### config.mk
export PLATFORM = sky130hd
export DESIGN_NAME = dlsc_address_decoder_pipe_flat
export DESIGN_NICKNAME = d
export VERILOG_FILES = /design/src/rtl/dlsc_address_decoder_pipe_pkg.sv /design/src/rtl/dlsc_address_decoder_pipe_if.sv /design/src/rtl/dlsc_address_match.sv /design/src/rtl/dlsc_address_decoder_pipe.sv /design/src/flat_wrapper.sv
export SDC_FILE = /design/constraint.sdc
export NUM_CORES = 1
export LEC_CHECK = 0
export CAP_MARGIN = 0
export CORE_UTILIZATION = 40
export DETAILED_ROUTE_END_ITERATION = 10
export PLACE_DENSITY = 0.75
export SYNTH_ARGS = -nofsm -noshare
export SYNTH_HDL_FRONTEND = slang
export SYNTH_SLANG_ARGS = --single-unit
### constraint.sdc
create_clock -name clk -period 3 [get_ports clk]
set_clock_uncertainty 0.05 [all_clocks]
set_input_delay 0.6 -clock clk [delete_from_list [all_inputs] [get_ports clk]]
set_output_delay 0.6 -clock clk [all_outputs]
set_load 0.03 [all_outputs]
### src/rtl/dlsc_address_decoder_pipe_pkg.sv
// Shared types for the registered address decoder pipe.
// Holds the skid-buffer occupancy state encoding used by the top module.
package dlsc_address_decoder_pipe_pkg;

  // EMPTY: output register empty; ONE: output full, skid empty; FULL: both full
  typedef enum logic [1:0] {
    ST_EMPTY = 2'd0,
    ST_ONE   = 2'd1,
    ST_FULL  = 2'd2
  } state_t;

endpackage

### src/rtl/dlsc_address_decoder_pipe_if.sv
// Address-channel bus of the decoder pipe: upstream valid/ready beat in,
// decoded beat with match information out.
// slave  : the decoder (consumes in_*, produces out_*)
// master : the environment (produces in_*, consumes out_*)
interface dlsc_address_decoder_pipe_if #(
  parameter int unsigned ADDR    = 32,
  parameter int unsigned USER    = 1,
  parameter int unsigned RANGES  = 1,
  parameter int unsigned RANGESB = 1
);

  logic                in_valid;
  logic                in_ready;
  logic [ADDR-1:0]     in_addr;
  logic [USER-1:0]     in_user;

  logic                out_valid;
  logic                out_ready;
  logic [ADDR-1:0]     out_addr;
  logic [USER-1:0]     out_user;
  logic                out_match_valid;
  logic [RANGES-1:0]   out_match_onehot;
  logic [RANGESB-1:0]  out_match;

  modport slave (
    input  in_valid, in_addr, in_user, out_ready,
    output in_ready, out_valid, out_addr, out_user,
           out_match_valid, out_match_onehot, out_match
  );

  modport master (
    output in_valid, in_addr, in_user, out_ready,
    input  in_ready, out_valid, out_addr, out_user,
           out_match_valid, out_match_onehot, out_match
  );

endinterface

### src/rtl/dlsc_address_match.sv
// Combinational priority match of an address against RANGES base/mask pairs.
// Range 0 has highest priority; disabled ranges never hit.
// Ports: i_addr, i_range_en in; o_match_valid_c, o_match_onehot_c, o_match_c out.
module dlsc_address_match #(
  parameter int unsigned            ADDR    = 32,
  parameter int unsigned            RANGES  = 1,
  parameter int unsigned            RANGESB = 1,
  parameter logic [RANGES*ADDR-1:0] MASKS   = '0,
  parameter logic [RANGES*ADDR-1:0] BASES   = '0
) (
  input  logic [ADDR-1:0]    i_addr,
  input  logic [RANGES-1:0]  i_range_en,
  output logic               o_match_valid_c,
  output logic [RANGES-1:0]  o_match_onehot_c,
  output logic [RANGESB-1:0] o_match_c
);

  // First hitting range in ascending order wins; later hits are ignored
  always_comb begin
    o_match_valid_c  = 1'b0;
    o_match_onehot_c = '0;
    o_match_c        = '0;
    for (int unsigned i = 0; i < RANGES; i++) begin
      if (!o_match_valid_c && i_range_en[i] &&
          ((i_addr & ~MASKS[i*ADDR +: ADDR]) ==
           (BASES[i*ADDR +: ADDR] & ~MASKS[i*ADDR +: ADDR]))) begin
        o_match_valid_c     = 1'b1;
        o_match_onehot_c[i] = 1'b1;
        o_match_c           = RANGESB'(i);
      end
    end
  end

endmodule

### src/rtl/dlsc_address_decoder_pipe.sv
// Registered, flow-controlled address decoder with a two-entry skid buffer.
// Beats are decoded at acceptance and the result travels with the beat.
// Ports: clk, rst_n (async active-low), range_en (per-range enable),
//        bus (slave: in_* handshake in, decoded out_* handshake out),
//        miss_count (saturating no-match count), miss_clear (sync clear).
module dlsc_address_decoder_pipe
  import dlsc_address_decoder_pipe_pkg::*;
#(
  parameter int unsigned            ADDR    = 32,
  parameter int unsigned            USER    = 1,
  parameter int unsigned            RANGES  = 1,
  parameter int unsigned            RANGESB = 1,
  parameter logic [RANGES*ADDR-1:0] MASKS   = '0,
  parameter logic [RANGES*ADDR-1:0] BASES   = '0,
  parameter int unsigned            CNTB    = 16
) (
  input  logic                       clk,
  input  logic                       rst_n,
  input  logic [RANGES-1:0]          range_en,
  dlsc_address_decoder_pipe_if.slave bus,
  output logic [CNTB-1:0]            miss_count,
  input  logic                       miss_clear
);

  localparam logic [CNTB-1:0] CNT_MAX = '1;

  state_t r_state;
  state_t w_state_nxt;

  logic w_accept;
  logic w_drain;
  logic w_load_or_in;
  logic w_load_or_sr;
  logic w_load_sr;

  logic               r_in_ready;
  logic               r_out_valid;

  logic               w_mv;
  logic [RANGES-1:0]  w_oh;
  logic [RANGESB-1:0] w_idx;

  logic [ADDR-1:0]    r_or_addr,  r_sr_addr;
  logic [USER-1:0]    r_or_user,  r_sr_user;
  logic               r_or_mv,    r_sr_mv;
  logic [RANGES-1:0]  r_or_oh,    r_sr_oh;
  logic [RANGESB-1:0] r_or_idx,   r_sr_idx;

  logic [CNTB-1:0]    r_miss_count;

  // Input-side decode, stored with the beat on acceptance
  dlsc_address_match #(
    .ADDR    (ADDR),
    .RANGES  (RANGES),
    .RANGESB (RANGESB),
    .MASKS   (MASKS),
    .BASES   (BASES)
  ) u_match (
    .i_addr           (bus.in_addr),
    .i_range_en       (range_en),
    .o_match_valid_c  (w_mv),
    .o_match_onehot_c (w_oh),
    .o_match_c        (w_idx)
  );

  assign w_accept = bus.in_valid && r_in_ready;
  assign w_drain  = r_out_valid && bus.out_ready;

  // Occupancy state register
  always_ff @(posedge clk or negedge rst_n) begin
    if (!rst_n) begin
      r_state     <= ST_EMPTY;
      r_in_ready  <= 1'b1;
      r_out_valid <= 1'b0;
    end else begin
      r_state     <= w_state_nxt;
      r_in_ready  <= (w_state_nxt != ST_FULL);
      r_out_valid <= (w_state_nxt != ST_EMPTY);
    end
  end

  // Next-state and entry load controls
  always_comb begin
    w_state_nxt  = r_state;
    w_load_or_in = 1'b0;
    w_load_or_sr = 1'b0;
    w_load_sr    = 1'b0;
    case (r_state)
      ST_EMPTY: begin
        if (w_accept) begin
          w_load_or_in = 1'b1;
          w_state_nxt  = ST_ONE;
        end
      end
      ST_ONE: begin
        if (w_drain && w_accept) begin
          w_load_or_in = 1'b1;
        end else if (w_drain) begin
          w_state_nxt  = ST_EMPTY;
        end else if (w_accept) begin
          w_load_sr    = 1'b1;
          w_state_nxt  = ST_FULL;
        end
      end
      ST_FULL: begin
        if (w_drain) begin
          w_load_or_sr = 1'b1;
          w_state_nxt  = ST_ONE;
        end
      end
      default: w_state_nxt = ST_EMPTY;
    endcase
  end

  // Output register: filled from the input or promoted from the skid register
  always_ff @(posedge clk or negedge rst_n) begin
    if (!rst_n) begin
      r_or_addr <= '0;
      r_or_user <= '0;
      r_or_mv   <= 1'b0;
      r_or_oh   <= '0;
      r_or_idx  <= '0;
    end else if (w_load_or_in) begin
      r_or_addr <= bus.in_addr;
      r_or_user <= bus.in_user;
      r_or_mv   <= w_mv;
      r_or_oh   <= w_oh;
      r_or_idx  <= w_idx;
    end else if (w_load_or_sr) begin
      r_or_addr <= r_sr_addr;
      r_or_user <= r_sr_user;
      r_or_mv   <= r_sr_mv;
      r_or_oh   <= r_sr_oh;
      r_or_idx  <= r_sr_idx;
    end
  end

  // Skid register: catches the beat accepted while the output is stalled
  always_ff @(posedge clk or negedge rst_n) begin
    if (!rst_n) begin
      r_sr_addr <= '0;
      r_sr_user <= '0;
      r_sr_mv   <= 1'b0;
      r_sr_oh   <= '0;
      r_sr_idx  <= '0;
    end else if (w_load_sr) begin
      r_sr_addr <= bus.in_addr;
      r_sr_user <= bus.in_user;
      r_sr_mv   <= w_mv;
      r_sr_oh   <= w_oh;
      r_sr_idx  <= w_idx;
    end
  end

  // Saturating miss counter; clear wins over a simultaneous miss
  always_ff @(posedge clk or negedge rst_n) begin
    if (!rst_n) begin
      r_miss_count <= '0;
    end else if (miss_clear) begin
      r_miss_count <= '0;
    end else if (w_accept && !w_mv && (r_miss_count != CNT_MAX)) begin
      r_miss_count <= r_miss_count + CNTB'(1);
    end
  end

  assign bus.in_ready         = r_in_ready;
  assign bus.out_valid        = r_out_valid;
  assign bus.out_addr         = r_or_addr;
  assign bus.out_user         = r_or_user;
  assign bus.out_match_valid  = r_or_mv;
  assign bus.out_match_onehot = r_or_oh;
  assign bus.out_match        = r_or_idx;
  assign miss_count           = r_miss_count;

endmodule

### src/flat_wrapper.sv
// flat-port wrapper written by rule: the top's interface ports become plain ports
module dlsc_address_decoder_pipe_flat import dlsc_address_decoder_pipe_pkg::*;
#(
  parameter int unsigned            ADDR    = 32,
  parameter int unsigned            USER    = 1,
  parameter int unsigned            RANGES  = 1,
  parameter int unsigned            RANGESB = 1,
  parameter logic [RANGES*ADDR-1:0] MASKS   = '0,
  parameter logic [RANGES*ADDR-1:0] BASES   = '0,
  parameter int unsigned            CNTB    = 16
)
  (clk, rst_n, range_en, miss_count, miss_clear, bus_in_valid, bus_in_addr, bus_in_user, bus_out_ready, bus_in_ready, bus_out_valid, bus_out_addr, bus_out_user, bus_out_match_valid, bus_out_match_onehot, bus_out_match);
  dlsc_address_decoder_pipe_if #(.ADDR(ADDR), .USER(USER), .RANGES(RANGES), .RANGESB(RANGESB)) bus_i ();
  input  logic clk;
  input  logic rst_n;
  input  logic [RANGES-1:0] range_en;
  output logic [CNTB-1:0] miss_count;
  input  logic miss_clear;
  input wire logic [$bits(bus_i.in_valid)-1:0] bus_in_valid;
  input wire logic [$bits(bus_i.in_addr)-1:0] bus_in_addr;
  input wire logic [$bits(bus_i.in_user)-1:0] bus_in_user;
  input wire logic [$bits(bus_i.out_ready)-1:0] bus_out_ready;
  output wire logic [$bits(bus_i.in_ready)-1:0] bus_in_ready;
  output wire logic [$bits(bus_i.out_valid)-1:0] bus_out_valid;
  output wire logic [$bits(bus_i.out_addr)-1:0] bus_out_addr;
  output wire logic [$bits(bus_i.out_user)-1:0] bus_out_user;
  output wire logic [$bits(bus_i.out_match_valid)-1:0] bus_out_match_valid;
  output wire logic [$bits(bus_i.out_match_onehot)-1:0] bus_out_match_onehot;
  output wire logic [$bits(bus_i.out_match)-1:0] bus_out_match;
  assign bus_i.in_valid = bus_in_valid;
  assign bus_i.in_addr = bus_in_addr;
  assign bus_i.in_user = bus_in_user;
  assign bus_i.out_ready = bus_out_ready;
  assign bus_in_ready = bus_i.in_ready;
  assign bus_out_valid = bus_i.out_valid;
  assign bus_out_addr = bus_i.out_addr;
  assign bus_out_user = bus_i.out_user;
  assign bus_out_match_valid = bus_i.out_match_valid;
  assign bus_out_match_onehot = bus_i.out_match_onehot;
  assign bus_out_match = bus_i.out_match;
  dlsc_address_decoder_pipe #(.ADDR(ADDR), .USER(USER), .RANGES(RANGES), .RANGESB(RANGESB), .MASKS(MASKS), .BASES(BASES), .CNTB(CNTB)) u_core (.clk(clk), .rst_n(rst_n), .range_en(range_en), .bus(bus_i), .miss_count(miss_count), .miss_clear(miss_clear));
endmodule
==> results.yml, run 1 <==
cts:
  hold_buffers: 0
  cts_sinks: 88
  htreeDepth: 3
  clkTransAtPathRegs_ns: 0.10
  cts_tree: "yes"
  cts_setup_buffers: 0
  cts_resized: 0
  clockBufferDepth: 2
  cts_buffers: 9
  clkLatencyLatePin_ns: 0.35
  root_buffer: "clkbuf_8"
detailed_routing:
  antenna_left: 0
  drc: 0
  viasPerCell: 5.35
  drt_pass1_iterations: 4
  wire_per_inst_um: 15.9
  wirelength_um: 9250
  first_iter_violations: 131
  detailroute.via_count: 3119
sta:
  fin_tns_setup_ns: 0
  finalMaxSlewViolations: 0
  relSlewSlack_pct: 60.2
  timing.final.crit_share_pct: 76.5
  hold_viol_final: 0
  worst_slew_pin_slew_ns: 0.595
  holdWs_ns: 0.228
  post-route-min-period_ns: 2.30
  max_freq_ghz: 0.436
  finalSetupViolations: 0
  rsz0062_at_grt: "no"
floorplanning:
  ioPinCount: 93
  chipWidth_um: 103
  core_area_sq_um: 9770
  die_height_um: 103
  row_count: 36
  start_util_pct: 41.4
  die_area_sq_um: 10500
worst_setup_path:
  path_delay_family: "simple AND/OR/NAND/NOR gates"
  crit_required_ns: 3.19
  critPathMaxFanout: 34
  worstSetupStartpointType: "input port"
  crit_arrival_ns: 2.48
  crit_buf_inv: 2
  critPathMostFrequentCell: "nor4_1"
  critPathKind: "input port to flop"
  cpMaxStageDelayCell: "clkdlybuf4s50_1"
  endpoint_kind: "flop"
  critical_path.max_stage_delay_ns: 0.48
  crit_chain: "clkdlybuf4s50_1, nor4_1, nand4_1, nor3_4, buf_12, nor4_1, o21ba_1"
layout:
  final_layout_size_suffix_gt1_share_pct: 15.1
  n_fill_cell: 880
  antenna_cells: 0
  syn2layout_area_growth_pct: 31.1
  instances_no_fill: 583
  nNetsFinal: 485
run_status:
  status: "finished clean"
placed_design:
  hpwl_um: 6270
  gpl.final_weighted_congestion: 0.774
  io_buffers: 91
  dp.cells: 567
global_route:
  grt_pass1_vias: 3083
  grt_max_degree: 89
  grt_usage_pct: 18.8
  antenna_found_initial: 0
  grt_remaining_overflow: 0
  grt_pass1_wl_um: 15200
logic_synthesis:
  syn-num-nets: 400
  syn_area_per_cell_sq_um: 11.2
  syn_inst: 360
  ys_types: 44
  synth-seq-area-share_pct: 54.4
  yosys_warnings: 0
  synth_seq_cells: 88
  syn_area_sq_um: 4050
pwr:
  worst_ir_drop_vdd_v: 0.000487
  finalPower_mw: 4.92
  power_leakage_nw: 2.32
  powerDensity_nw_per_um2: 927
worst_hold_path:
  hold_class: "input port to async pin"
job:
  drv_cap: 0
[cell usage after synthesis, drive strengths merged]
cell type	number	area, sq um
nand3	11	60.1
nand4	6	37.5
a22oi	3	22.5
or4	9	72.6
nor2b	1	6.26
dfrtp	87	2180
mux2i	29	290
dfstp	1	26.3
nor2	8	30.0
ha	1	12.5
o31a	1	8.76
o21ba	2	20.0
mux2	34	383
and4	1	8.76
o31ai	8	60.1
nand2b	1	6.26
xnor2	1	8.76
buf	14	98.8
nand2	44	165
or3b	1	8.76
or3	7	50.1
and2	4	25.0
a21oi	15	75.1
conb	1	3.75
nor4b	1	15.0
and3	2	12.5
inv	3	11.3
a31oi	2	12.5
o21a	1	7.51
o21ai	40	211
nor4	7	43.8
nor3	6	46.3
clkbuf	8	30.0
[power by group]
| group | switching (mW) | internal (mW) |
|---|---|---|
| Clock | 0.444 | 0.392 |
| Combinational | 1.15 | 0.970 |
| Sequential | 0.279 | 1.68 |
[cell usage in the layout (no fill, tap or decap), types with 3 or more instances in the layout]
| master | Yosys | final |
|---|---|---|
| o21ai_0 | 33 | 33 |
| o31ai_1 | 8 | 8 |
| a21oi_1 | 15 | 15 |
| nand2_1 | 44 | 44 |
| inv_1 | 3 | 3 |
| or4_1 | 7 | 7 |
| clkdlybuf4s50_1 | 0 | 90 |
| and2_1 | 4 | 4 |
| a22oi_1 | 3 | 3 |
| o21ai_1 | 6 | 6 |
| nor2_1 | 8 | 8 |
| nand3_1 | 10 | 9 |
| nor4_1 | 7 | 7 |
| nand4_1 | 6 | 6 |
| dfrtp_1 | 87 | 87 |
| mux2i_1 | 29 | 29 |
| buf_12 | 0 | 5 |
| or3_1 | 5 | 5 |
| clkbuf_8 | 0 | 9 |
| clkinvlp_4 | 0 | 3 |
| mux2_2 | 34 | 34 |
| nor3_1 | 4 | 4 |
[cells by family (layout without fill, tap and decap cells)]
logic type,Yosys count,after routing,share of synthesized area [%]
AOI/OAI and AO/OA,72,72,10.3
and+or+nand+nor,109,109,14.5
muxes,63,63,16.6
other,1,1,0.0926
xor gates and xnor gates,1,1,0.216
adders and majority gates,1,1,0.309
DFF,88,88,54.4
buffers and inverters,25,115,3.46
[sequential cells by signal (all words and copies together) (netlist names)]
register                     cells
u_core.bus.out_addr             32
u_core.r_sr_addr                32
u_core.miss_count               16
u_core.r_state                   2
u_core.bus.in_ready              1
u_core.bus.out_match_onehot      1
u_core.bus.out_user              1
u_core.bus.out_valid             1
u_core.r_sr_mv                   1
u_core.r_sr_user                 1
[final timing paths]
| check | end | slack [ns] | from | cells after the start |
|---|---|---|---|---|
| min reg2reg | u_core.bus.out_valid | 0.45 | u_core.r_state[0] | 1 |
| min in group clk | u_core.bus.out_valid | 0.45 | u_core.r_state[0] | 1 |
| min | u_core.miss_count[3] | 0.23 | rst_n | 2 |
| max reg2reg | u_core.miss_count[11] | 0.91 | u_core.miss_count[0] | 6 |
| max | u_core.miss_count[9] | 0.70 | bus_in_addr[2] | 7 |
| max in group asynchronous | u_core.r_sr_addr[8] | 2.30 | rst_n | 2 |
[cell type report]
class / instances / area (sq um) / area share [%]
sequential: 88 / 2200 / 41.5
multi-input combinational: 247 / 1720 / 32.3
timing repair buffer: 96 / 1010 / 19.0
tap: 133 / 166 / 3.14
clock buffer: 9 / 124 / 2.33
clock inverter: 7 / 78.8 / 1.49
inverter: 3 / 11.3 / 0.212
[metal layers]
layer	routed length [um]	global-route usage, %	part of all wire [%]
met3	744	6.44	8.0
met4	59	4.95	0.64
met1	4140	25.6	45
met5	0	0	0
met2	4310	28.8	47
[stage by stage]
step                      area [sq um]  utilization (%)  setup slack (ns)
after floorplan                   4050                -             0.966
after global placement            5100             52.2             0.326
after detailed placement          5100             52.2             0.324
after CTS                         5310             54.3             0.698
after global routing              5310             54.3             0.579
final                             5310             54.3             0.704
Note: power is estimated with default switching activity, not from simulation.
==> run 2: changes to the inputs <==
--- a/config.mk
+++ b/config.mk
@@ -8,7 +8,7 @@
 export CAP_MARGIN = 0
 export CORE_UTILIZATION = 40
 export DETAILED_ROUTE_END_ITERATION = 10
-export PLACE_DENSITY = 0.75
+export PLACE_DENSITY = 0.78
 export SYNTH_ARGS = -nofsm -noshare
 export SYNTH_HDL_FRONTEND = slang
 export SYNTH_SLANG_ARGS = --single-unit
==> constraint.sdc (replaced) <==
create_clock -name clk -period 2 [get_ports clk]
set_clock_uncertainty 0.05 [all_clocks]
set_input_delay 0.4 -clock clk [delete_from_list [all_inputs] [get_ports clk]]
set_output_delay 0.4 -clock clk [all_outputs]
set_load 0.03 [all_outputs]
==> run 2 against run 1 <==
- global-route usage increased by 1.6 points
- count of clock-buffer cells in the layout increased by 1
- sequential share of layout area decreased by 4.4 points
- sequential cell count unchanged
- utilization increased by 6.5 points
- wire length increased by 14%
- worst setup slack got worse by 0.64 ns
- critical path depth increased by 1
- non-clock buffer count increased by 50
- die area unchanged
- design area increased by 12%
- combinational power increased by 60%
- critical endpoint is now u_core.miss_count[3]
- highest routed layer unchanged
==> results.yml, run 2 (synthesized netlist as in run 1, its figures left out) <==
run_status:
  status: "finished clean"
pwr:
  worst_ir_drop_vdd_v: 0.000783
  finalPower_mw: 7.82
  powerDensity_nw_per_um2: 1310
  power_leakage_nw: 3.01
cts:
  clkTransAtPathRegs_ns: 0.10
  clkLatencyLatePin_ns: 0.36
  cts_buffers: 9
  root_buffer: "clkbuf_8"
  cts_sinks: 88
  cts_tree: "yes"
  htreeDepth: 3
  clockBufferDepth: 2
worst_hold_path:
  min_to: "u_core.bus.out_addr[18]"
  min_path_cells: 3
  hold_class: "input port to flop"
  hp-start: "bus_in_addr[18]"
sta:
  max_freq_ghz: 0.517
  hold_viol_final: 0
  timing.final.crit_share_pct: 96.8
  post-route-min-period_ns: 1.94
  fin_tns_setup_ns: 0
  finalSetupViolations: 0
  finalMaxSlewViolations: 0
detailed_routing:
  wirelength_um: 10600
  wire_per_inst_um: 16.6
  detailroute.via_count: 3342
  viasPerCell: 5.27
  drc: 0
  first_iter_violations: 192
  antenna_left: 0
  drt_pass1_iterations: 4
layout:
  final_util_pct: 60.8
  layout_common_cells: "dfrtp_1 (85), clkdlybuf4s50_1 (55), buf_4 (46)"
  antenna_cells: 0
  stdcell_area_sq_um: 5940
  layout_commonest_cell: "dfrtp_1"
  syn2layout_area_growth_pct: 46.9
  n_fill_cell: 774
  final_layout_size_suffix_gt1_share_pct: 25.9
  instances_no_fill: 634
  nNetsFinal: 536
floorplanning:
  core_area_sq_um: 9770
  start_util_pct: 41.4
  die_area_sq_um: 10500
  ioPinCount: 93
  die_height_um: 103
  row_count: 36
  chipWidth_um: 103
placed_design:
  gpl.final_weighted_congestion: 0.799
  io_buffers: 91
  dpl_cell_area_sq_um: 5420
  hpwl_um: 6910
  dp.cells: 609
global_route:
  grt_max_degree: 62
  antenna_found_initial: 0
  grt_usage_pct: 20.4
  grt_pass1_wl_um: 16300
  grt_remaining_overflow: 0
  grt_pass1_vias: 3316
worst_setup_path:
  worstSetupStartpointType: "input port"
  cp-startpoint: "bus_in_addr[0]"
  critPathMaxFanout: 9
  crit_arrival_ns: 2.18
  endpoint_kind: "flop"
  critPathKind: "input port to flop"
  reg2reg_to: "u_core.miss_count[3]"
  reg2reg_slack_ns: 0.07
  r2r_start: "u_core.miss_count[1]"
  ff2ff_path_depth: 7
  crit_required_ns: 2.25
job:
  drv_cap: 0
-- run 2: changes by cell type in the layout (fill, tap and decap cells not counted), moves of 3 or more --
| cell | delta |
|---|---|
| nor4_1 | -6 |
| a21oi_2 | +3 |
| a21oi_1 | -3 |
| nor4_2 | +4 |
| clkinvlp_4 | -3 |
| buf_4 | +45 |
| dlymetal6s2s_1 | +34 |
| clkdlybuf4s50_1 | -35 |
-- run 2: final cells by class --
cell class	instances	area (sq um)	share of cell area, %
Sequential cell	88	2210	37.1
Timing Repair Buffer	146	1520	25.6
Clock buffer	10	128	2.15
Multi-Input combinational cell	248	1800	30.3
Inverter	3	11.3	0.189
Clock inverter	6	109	1.83
Tap cell	133	166	2.80
-- run 2: worst max path at each step --
stage | endpoint | slack [ns]
after floorplan | u_core.miss_count[9] | 0.06
after global placement | u_core.miss_count[9] | -0.50
after detailed placement | u_core.miss_count[8] | -0.44
after CTS | miss_count[14] | 0.01
after global routing | u_core.miss_count[13] | -0.002
final | u_core.miss_count[3] | 0.06
-- run 2: through the flow --
stage	hold slack [ns]	setup WS, ns
after detailed placement	0.180	-0.437
after global placement	0.178	-0.504
after global routing	0.327	-0.00240
after CTS	0.336	0.0139
after floorplan	0.0544	0.0577
final	0.329	0.0644
-- run 2: what timing repair did --
item / in CTS / in global routing
cloned: 0 / 4
pin swaps: 3 / 13
resized for setup: 5 / 44
buffers inserted: 0 / 4
hold buffers: 1 / 0
endpoints found under the setup margin: 12 / 26
endpoints found under the hold margin: 6 / 0
-- run 2: worst max-delay path: stages --
cell and delay [ns]:
clkdlybuf4s50_1 0.52, nor4_2 0.07, nand4_1 0.16, nor3_4 0.07
buf_12 0.13, clkbuf_16 0.15, or4_1 0.52, a21oi_2 0.15
-- run 2: layer usage --
layer | routed length [um] | vias up | track usage (%)
li1 | - | 1576 | -
met1 | 4290 | 1643 | 25.6
met2 | 5460 | 106 | 34.9
met3 | 663 | 17 | 5.36
met4 | 142 | 0 | 5.49
met5 | 0 | - | 0
-- run 2: where the power goes --
group          switching, mW  internal, mW  leakage [nW]
Sequential             0.445          2.52          1.09
Combinational           1.82          1.57          1.80
Clock                  0.629         0.829         0.120
==> run 3: changes to the inputs <==
--- a/config.mk
+++ b/config.mk
@@ -8,7 +8,9 @@
 export CAP_MARGIN = 0
 export CORE_UTILIZATION = 40
 export DETAILED_ROUTE_END_ITERATION = 10
+export MAX_ROUTING_LAYER = met4
 export PLACE_DENSITY = 0.78
+export SKIP_LAST_GASP = 1
 export SYNTH_ARGS = -nofsm -noshare
 export SYNTH_HDL_FRONTEND = slang
 export SYNTH_SLANG_ARGS = --single-unit
==> run 3 against run 2 <==
- combinational power barely moved
- critical path depth down 7
- clock power hardly changed
- sequential cell count stayed put
- design area hardly changed
- sequential share of layout area barely moved
- worst setup slack got worse by 0.0051 ns
- largest power group unchanged
==> results.yml, run 3 (synthesized netlist as in run 1, its figures left out) <==
run_status:
  status: "finished clean"
cts:
  clockBufferDepth: 2
  cts_sinks: 88
  htreeDepth: 3
  clkTransAtPathRegs_ns: 0.10
  cts_tree: "yes"
  cts_buffers: 9
  clkLatencyLatePin_ns: 0.36
  root_buffer: "clkbuf_8"
pwr:
  power_leakage_nw: 2.99
  worst_ir_drop_vdd_v: 0.000785
  powerDensity_nw_per_um2: 1320
detailed_routing:
  wire_per_inst_um: 16.7
  first_iter_violations: 194
  antenna_left: 0
  detailroute.via_count: 3350
  wirelength_um: 10600
  viasPerCell: 5.28
  drc: 0
  drt_pass1_iterations: 4
floorplanning:
  core_area_sq_um: 9770
  chipWidth_um: 103
  start_util_pct: 41.4
  die_height_um: 103
  ioPinCount: 93
  die_area_sq_um: 10500
  row_count: 36
sta:
  timing.final.crit_share_pct: 97.0
  holdWs_ns: 0.329
  layout_setup_ws_ns: 0.0593
  post-route-min-period_ns: 1.94
  max_freq_ghz: 0.515
  rsz0062_at_grt: "yes"
  hold_viol_final: 0
  finalMaxSlewViolations: 0
  finalSetupViolations: 0
global_route:
  grt_max_degree: 62
  grt_pass1_vias: 3303
  grt_pass1_wl_um: 16400
  grt_remaining_overflow: 0
  antenna_found_initial: 0
  grt_usage_pct: 21.0
worst_hold_path:
  hp-start: "bus_in_addr[18]"
  min_to: "u_core.bus.out_addr[18]"
  min_path_cells: 3
  hold_class: "input port to flop"
worst_setup_path:
  crit_arrival_ns: 1.49
  critPathMaxFanout: 5
  crit_required_ns: 1.55
  r2r_start: "u_core.miss_count[1]"
  endpoint_kind: "output port"
  reg2reg_to: "u_core.miss_count[3]"
  path_delay_family: "buffers and inverters"
  critPathKind: "flop to output port"
  reg2reg_slack_ns: 0.07
  crit_buf_inv: 1
  ff2ff_path_depth: 7
  crit_chain: "clkdlybuf4s50_1"
  worstSetupStartpointType: "flop"
  cp_num_cells: 1
  critical_path.max_stage_delay_ns: 0.70
  cpMaxStageDelayCell: "clkdlybuf4s50_1"
layout:
  layout_commonest_cell: "dfrtp_1"
  layout_common_cells: "dfrtp_1 (85), clkdlybuf4s50_1 (56), buf_4 (46)"
  final_util_pct: 60.8
  nNetsFinal: 536
  final_layout_size_suffix_gt1_share_pct: 25.9
  syn2layout_area_growth_pct: 46.8
  instances_no_fill: 634
  antenna_cells: 0
placed_design:
  gpl.final_weighted_congestion: 0.810
  place_ws_ns: -0.437
  dp.cells: 609
  hpwl_um: 6910
  io_buffers: 91
job:
  drv_cap: 0
[run 3: worst max path at each step]
| stage | slack [ns] | startpoint | end |
|---|---|---|---|
| after global placement | -0.50 | bus_in_addr[23] | u_core.miss_count[9] |
| after detailed placement | -0.44 | bus_in_addr[3] | u_core.miss_count[8] |
| after global routing | -0.01 | u_core.miss_count[2] | miss_count[2] |
| after CTS | 0.01 | u_core.miss_count[14] | miss_count[14] |
| final | 0.06 | u_core.miss_count[2] | miss_count[2] |
| after floorplan | 0.06 | u_core.miss_count[4] | u_core.miss_count[9] |
[run 3: layer usage]
| metal | global-route usage (%) | up-vias | wire (um) |
|---|---|---|---|
| met2 | 34.9 | 104 | 5500 |
| met1 | 25.9 | 1657 | 4400 |
| met3 | 4.81 | 13 | 585 |
| li1 | - | 1576 | - |
| met4 | 5.49 | 0 | 118 |
| met5 | - | - | 0 |
[run 3: area by class of cell]
type	count	area, sq um
clock inverter	6	109
clock buffer	10	128
sequential	88	2210
tap	133	166
multi-input combinational	248	1800
inverter	3	11.3
timing repair buffer	146	1520
fill	775	3830
[run 3: power breakdown]
part | total (mW) | leakage [nW] | switching (mW) | internal (mW)
Sequential | 2.97 | 1.09 | 0.448 | 2.52
Combinational | 3.39 | 1.78 | 1.82 | 1.57
Clock | 1.46 | 0.120 | 0.632 | 0.829
[run 3: per-stage QoR]
stage	instance area [sq um]	power [mW]	TNS [ns]
after floorplan	4050	4.91	0
after global placement	5420	6.18	-8.29
after detailed placement	5420	6.35	-7.63
after CTS	5690	7.83	0
after global routing	5940	8.25	-0.0121
final	5940	7.82	0
[run 3: repair_timing]
action,in CTS,in global routing
buffers inserted,0,4
setup endpoints to repair,12,26
resized for setup,5,43
pin swaps,3,13
hold buffers,1,0
hold endpoints to repair,6,0
cloned,0,4
